File: src/rtl/write_back_unit.sv
// ---------------------------------------------------------------------------
// write_back_unit
//
// Final pipeline stage.  It takes either an ALU result or memory load data,
// sign/zero-extends sub-word loads, and drives a registered register-file
// write port.  Load data that is not ready in the same cycle is waited for
// (with upstream stalled) up to a bounded number of cycles.  If it never
// arrives, the write is dropped and a one-cycle loadError pulse is raised.
//
// Parameters
//   DATA_WIDTH     register width (multiple of 8, >= 32)
//   REG_ADDR_WIDTH register-file address width
//   LOAD_TIMEOUT   wait-counter value at which a missing load is abandoned
//
// Ports
//   clk, reset        clock and synchronous active-high reset
//   inValid           instruction presented by the memory stage
//   writeBackControl  [0] memToReg, [1] regWrite, [3:2] loadSize,
//                     [4] loadUnsigned
//   writeReg          destination register
//   result            ALU result
//   readData/readValid load data and its qualifier
//   byteOffset        load address bits [1:0]
//   stall             combinational hold request to upstream
//   regWriteEnable    registered write strobe (never for register 0)
//   regWriteAddr      registered write address
//   writeData         registered write data
//   loadError         registered one-cycle pulse on load timeout
// ---------------------------------------------------------------------------
module write_back_unit #(
  parameter int DATA_WIDTH     = 32,
  parameter int REG_ADDR_WIDTH = 5,
  parameter int LOAD_TIMEOUT   = 15
) (
  input  logic                      clk,
  input  logic                      reset,
  input  logic                      inValid,
  input  logic [4:0]                writeBackControl,
  input  logic [REG_ADDR_WIDTH-1:0] writeReg,
  input  logic [DATA_WIDTH-1:0]     result,
  input  logic [DATA_WIDTH-1:0]     readData,
  input  logic                      readValid,
  input  logic [1:0]                byteOffset,
  output logic                      stall,
  output logic                      regWriteEnable,
  output logic [REG_ADDR_WIDTH-1:0] regWriteAddr,
  output logic [DATA_WIDTH-1:0]     writeData,
  output logic                      loadError
);

  localparam int CNT_W = (LOAD_TIMEOUT < 2) ? 1 : $clog2(LOAD_TIMEOUT + 1);
  localparam logic [CNT_W-1:0] TIMEOUT_VAL = CNT_W'(LOAD_TIMEOUT);

  typedef enum logic {
    IDLE      = 1'b0,
    WAIT_LOAD = 1'b1
  } state_t;

  state_t                    state_reg, state_next;
  logic [CNT_W-1:0]          cnt_reg, cnt_next;

  // Fields of the pending load, held while waiting for readData.
  logic [REG_ADDR_WIDTH-1:0] cap_addr_reg;
  logic [1:0]                cap_size_reg;
  logic                      cap_unsigned_reg;
  logic                      cap_regwrite_reg;
  logic [1:0]                cap_off_reg;

  logic                      wen_reg;
  logic [REG_ADDR_WIDTH-1:0] waddr_reg;
  logic [DATA_WIDTH-1:0]     wdata_reg;
  logic                      lerr_reg;

  // Datapath select signals from the control process.
  logic                      capture;
  logic                      do_write;
  logic                      timeout;
  logic [REG_ADDR_WIDTH-1:0] sel_addr;
  logic                      sel_regwrite;
  logic [DATA_WIDTH-1:0]     sel_data;

  // Load-extension inputs: live fields in IDLE, captured fields in WAIT_LOAD.
  logic [1:0]                ld_size;
  logic                      ld_unsigned;
  logic [1:0]                ld_off;
  logic [15:0]               ld_half;
  logic [7:0]                ld_byte;
  logic [DATA_WIDTH-1:0]     ld_ext;

  // Byte lanes of the low word of the load data.
  logic [7:0]                lane [4];

  for (genvar gi = 0; gi < 4; gi++) begin : g_lane
    assign lane[gi] = readData[8*gi +: 8];
  end

  always_comb begin
    ld_size     = writeBackControl[3:2];
    ld_unsigned = writeBackControl[4];
    ld_off      = byteOffset;
    if (state_reg == WAIT_LOAD) begin
      ld_size     = cap_size_reg;
      ld_unsigned = cap_unsigned_reg;
      ld_off      = cap_off_reg;
    end

    // Half loads only look at offset bit 1; bit 0 is ignored, no fault.
    ld_half = ld_off[1] ? readData[31:16] : readData[15:0];
    ld_byte = lane[ld_off];

    ld_ext = readData;
    case (ld_size)
      2'b01:   ld_ext = {{(DATA_WIDTH-16){~ld_unsigned & ld_half[15]}}, ld_half};
      2'b10:   ld_ext = {{(DATA_WIDTH-8){~ld_unsigned & ld_byte[7]}}, ld_byte};
      default: ld_ext = readData;
    endcase
  end

  // Next-state and control.
  always_comb begin
    state_next   = state_reg;
    cnt_next     = cnt_reg;
    capture      = 1'b0;
    do_write     = 1'b0;
    timeout      = 1'b0;
    stall        = 1'b0;
    sel_addr     = writeReg;
    sel_regwrite = writeBackControl[1];
    sel_data     = result;

    case (state_reg)
      IDLE: begin
        if (inValid) begin
          if (!writeBackControl[0]) begin
            do_write = 1'b1;
          end else if (readValid) begin
            do_write = 1'b1;
            sel_data = ld_ext;
          end else begin
            capture    = 1'b1;
            cnt_next   = '0;
            stall      = 1'b1;
            state_next = WAIT_LOAD;
          end
        end
      end

      WAIT_LOAD: begin
        sel_addr     = cap_addr_reg;
        sel_regwrite = cap_regwrite_reg;
        sel_data     = ld_ext;
        if (readValid) begin
          // Data wins even in the cycle the counter sits at the limit.
          do_write   = 1'b1;
          state_next = IDLE;
        end else begin
          stall = 1'b1;
          if (cnt_reg == TIMEOUT_VAL) begin
            timeout    = 1'b1;
            cnt_next   = '0;
            state_next = IDLE;
          end else begin
            cnt_next = cnt_reg + 1'b1;
          end
        end
      end

      default: state_next = IDLE;
    endcase
  end

  always_ff @(posedge clk) begin
    if (reset) begin
      state_reg        <= IDLE;
      cnt_reg          <= '0;
      cap_addr_reg     <= '0;
      cap_size_reg     <= '0;
      cap_unsigned_reg <= 1'b0;
      cap_regwrite_reg <= 1'b0;
      cap_off_reg      <= '0;
      wen_reg          <= 1'b0;
      waddr_reg        <= '0;
      wdata_reg        <= '0;
      lerr_reg         <= 1'b0;
    end else begin
      state_reg <= state_next;
      cnt_reg   <= cnt_next;
      if (capture) begin
        cap_addr_reg     <= writeReg;
        cap_size_reg     <= writeBackControl[3:2];
        cap_unsigned_reg <= writeBackControl[4];
        cap_regwrite_reg <= writeBackControl[1];
        cap_off_reg      <= byteOffset;
      end
      // Register 0 is never written, but address and data still follow.
      wen_reg <= do_write & sel_regwrite & (sel_addr != '0);
      if (do_write) begin
        waddr_reg <= sel_addr;
        wdata_reg <= sel_data;
      end
      lerr_reg <= timeout;
    end
  end

  assign regWriteEnable = wen_reg;
  assign regWriteAddr   = waddr_reg;
  assign writeData      = wdata_reg;
  assign loadError      = lerr_reg;

endmodule

File: config.mk
export PLATFORM = sky130hd
export DESIGN_NAME = write_back_unit
export DESIGN_NICKNAME = d
export VERILOG_FILES = /design/src/rtl/write_back_unit.sv
export SDC_FILE = /design/constraint.sdc
export NUM_CORES = 1
export LEC_CHECK = 0
export CORE_UTILIZATION = 47
export CTS_BUF_LIST = sky130_fd_sc_hd__clkbuf_16
export DETAILED_ROUTE_END_ITERATION = 10
export HOLD_SLACK_MARGIN = 0.1
export PLACE_DENSITY = 0.86
export RECOVER_POWER = 25
export SLEW_MARGIN = 20
export SYNTH_ARGS = -nofsm -noshare
export SYNTH_HDL_FRONTEND = slang
export SYNTH_SLANG_ARGS = --single-unit
export TNS_END_PERCENT = 30
File: constraint.sdc
create_clock -name clk -period 6.1 [get_ports clk]
set_input_delay 1.22 -clock clk [delete_from_list [all_inputs] [get_ports clk]]
set_output_delay 1.22 -clock clk [all_outputs]
set_load 0.02 [all_outputs]
==> key figures <==
Setup path
  – Crit path kind: primary input to output port
  – Worst reg2reg path depth: 6
  – Endpoint class of the critical path: output port
  – Reg2Reg Launch Point: state_reg
  – Element type at the critical path start: primary input
  – Crit Reg-Reg Endpoint: writeData[21]
  – FF-to-FF setup slack: 2.84 ns
  – Required time of the critical path: 4.88 ns
  – Worst EP arrival: 3.15 ns
  – Worst Path Max Fanout: 14

Timing
  – Max Clk Rate: 0.2287 GHz
  – Unrepaired setup endpoints after global routing: false
  – Worst Skew: 0.005800 ns
  – Period Utilization, post-route: 71.68%
  – Setup TNS: 0 ns
  – Worst-Margin Slew: 0.9862 ns
  – Slew Limit Headroom: 34.18%
  – Final setup viols: 0
  – Slew Viols, Final: 0
  – Final hold violations: 0
  – Final min period: 4.372 ns

Die
  – Starting Density: 49.94%
  – Die Wd: 82.25 um
  – I/O pin total: 120
  – FP Rows: 28
  – Height of the die: 82.25 um
  – Full die area: 6764 um^2
  – Core area: 6061 um^2

Synthesis
  – Cell variety after synth: 46
  – FFs w/ async S/R, synth: 0%
  – Mapped Area: 3027 um^2
  – Post-Synth XOR/XNOR Area: 0%
  – Dominant cells by area after synthesis: dfxtp_1, a21oi_1, o221ai_1, mux2i_1, nand2_1
  – Synth Area in Adders: 1.240%
  – Largest family of logic cells by synthesized area: compound AO/OA/AOI/OAI gates
  – Synth area leader: dfxtp_1
  – Post-synthesis mux area share: 10.00%
  – Top cell type's share of synthesized area: 36.38%
  – Seq/Total Area, Yosys: 36.38%
  – Post-Synthesis Cells: 361
  – Warnings, synthesis: 0
  – Synth Area in Compound Gates: 32.66%
  – Post-synth EDFFs: 0
  – Syn_nets: 444
  – Top FF cell, synth: dfxtp_1
  – Syn_area_per_cell: 8.384 um^2
  – #FFs+latches synth: 55
  – Post-synthesis simple-gate area fraction: 14.18%

Cells and area
  – Max reg flops: 32
  – Reg area: 1101 um^2
  – Multi-input logic area: 1764 um^2
  – Area delta synth->final: 44.98%
  – Fillers: 469
  – Final nets: 542
  – Final Cell Area: 4388 um^2
  – Leading cell type in the layout, fill and taps excluded: clkdlybuf4s50_1
  – Util after Layout: 72.40%
  – Most frequent cells in the layout: clkdlybuf4s50_1, dfxtp_1, a21oi_1
  – Antenna cells: 0
  – Layout cells sized above 1: 5.000%

Global routing
  – Largest net degree at the start of global routing: 36
  – Overflow after GRT: 0
  – Total GRT Usage: 29.38%
  – Vias in the first global route: 3,094
  – Antenna violations before repair: 0
  – First-pass GRT wire length: 15,170 um

Power
  – Static leakage: 1.656 nW
  – PwrDens: 239.1 nW/um^2
  – Max rail drop VDD: 0.1522 mV

Clock network
  – Total CTS buffers: 5
  – CTS tree: built
  – H-tree Lvls: 2
  – Post-CTS Resized: 0
  – Hold_buf cts: 0
  – CTS Buffer Depth: 2
  – Clk Latency, worst-skew pair: 0.30 ns
  – Clk sinks: 55
  – Root Buffer: clkbuf_16
  – CTS clk-pin slew, worst paths: 0.07 ns
  – Postcts setup bufs: 0

Placement
  – Area after DPL: 4194 um^2
  – Dpl hpwl: 7014 um
  – Port bufs: 119
  – GP Congestion: 0.8600

Detailed routing
  – WL final: 9816 um
  – Vias: 3,299
  – Via density: 6.166
  – DRT antenna net count: 0
  – WL per Instance: 18.35 um
  – DR pass1 iterations: 7
  – Initial detailed-routing violation count: 255
  – Residual DRC: 0

Job
  – Max-cap viol count: 0

Outcome
  – Status: complete, no violations

Worst hold path
  – Hold Path Stages: 2
  – Worst hold path startpoint: cap_size_reg[0]
  – WHS Endpoint: cap_size_reg[0]
  – HP Class: register to register
==> cell families after synthesis <==
logic type      count (synthesis)
compound gates                143
buf+inv                        39
flops                          55
simple gates                   94
mux                            27
fa+ha+maj                       3
==> routing by layer <==
layer	routed length, um	global-route usage, %	up-vias	part of all wire (%)
li1	-	-	1567	-
met1	4107	35.67	1573	42
met2	4759	50.99	138	48
met3	693	5.714	21	7.1
met4	255	11.05	0	2.6
met5	0	0	-	0
==> area by class of cell <==
type	instances	share of cell area, %
timing repair buffer	121	27.49
inverter	9	0.7699
multi-input combinational	267	40.21
sequential	55	25.09
clock inverter	3	1.454
tap	75	2.139
clock buffer	5	2.851
==> worst max-delay path, cell delays in order <==
cell	delay [ns]
clkdlybuf4s50_1	0.77
a21oi_1	0.14
or2_2	0.34
inv_1	0.08
clkdlybuf4s50_1	0.60
==> through the flow <==
step / hold WS (ns) / setup WS, ns / instances / power, mW
finish: 0.4557 / 1.728 / 535 / 1.049
global route: 0.4783 / 1.629 / 535 / 1.085
CTS: 0.4597 / 1.716 / 535 / 1.053
detailed placement: 0.4500 / 1.729 / 527 / 0.6930
floorplan: 0.4360 / 2.925 / 361 / 0.5609
global placement: 0.4411 / 1.775 / 527 / 0.6867
==> worst max path at each step <==
stage	from	slack [ns]	endpoint
global placement	inValid	1.77	stall
detailed placement	inValid	1.73	stall
finish	inValid	1.73	stall
floorplan	writeBackControl[0]	2.93	stall
global route	inValid	1.63	stall
CTS	inValid	1.72	stall
==> cell usage after synthesis (2+ instances only) <==
cell type  count
buf_2          5
o22a_1         8
or3_1          3
clkbuf_1      21
mux2i_1       19
nor2_1        16
mux2_2         6
nor3_1         6
a222oi_1       6
a22o_1         6
nor3b_1        2
inv_1          9
o21ai_0       13
dfxtp_1       55
nand3_1        2
nor2b_1        2
ha_1           3
o22ai_1        7
a21oi_1       53
a211oi_1       7
buf_6          2
a21o_1         2
nand2b_1       8
nor4_1         2
nand3b_1       2
o221ai_1      28
nand2_1       47
a311oi_1       2
buf_1          2
==> power breakdown <==
part           total (mW)  internal [mW]  switching, mW
clock               0.365          0.234          0.131
sequential          0.404          0.386         0.0184
combinational       0.280          0.136          0.144
Power figures use the tool's default switching activity.
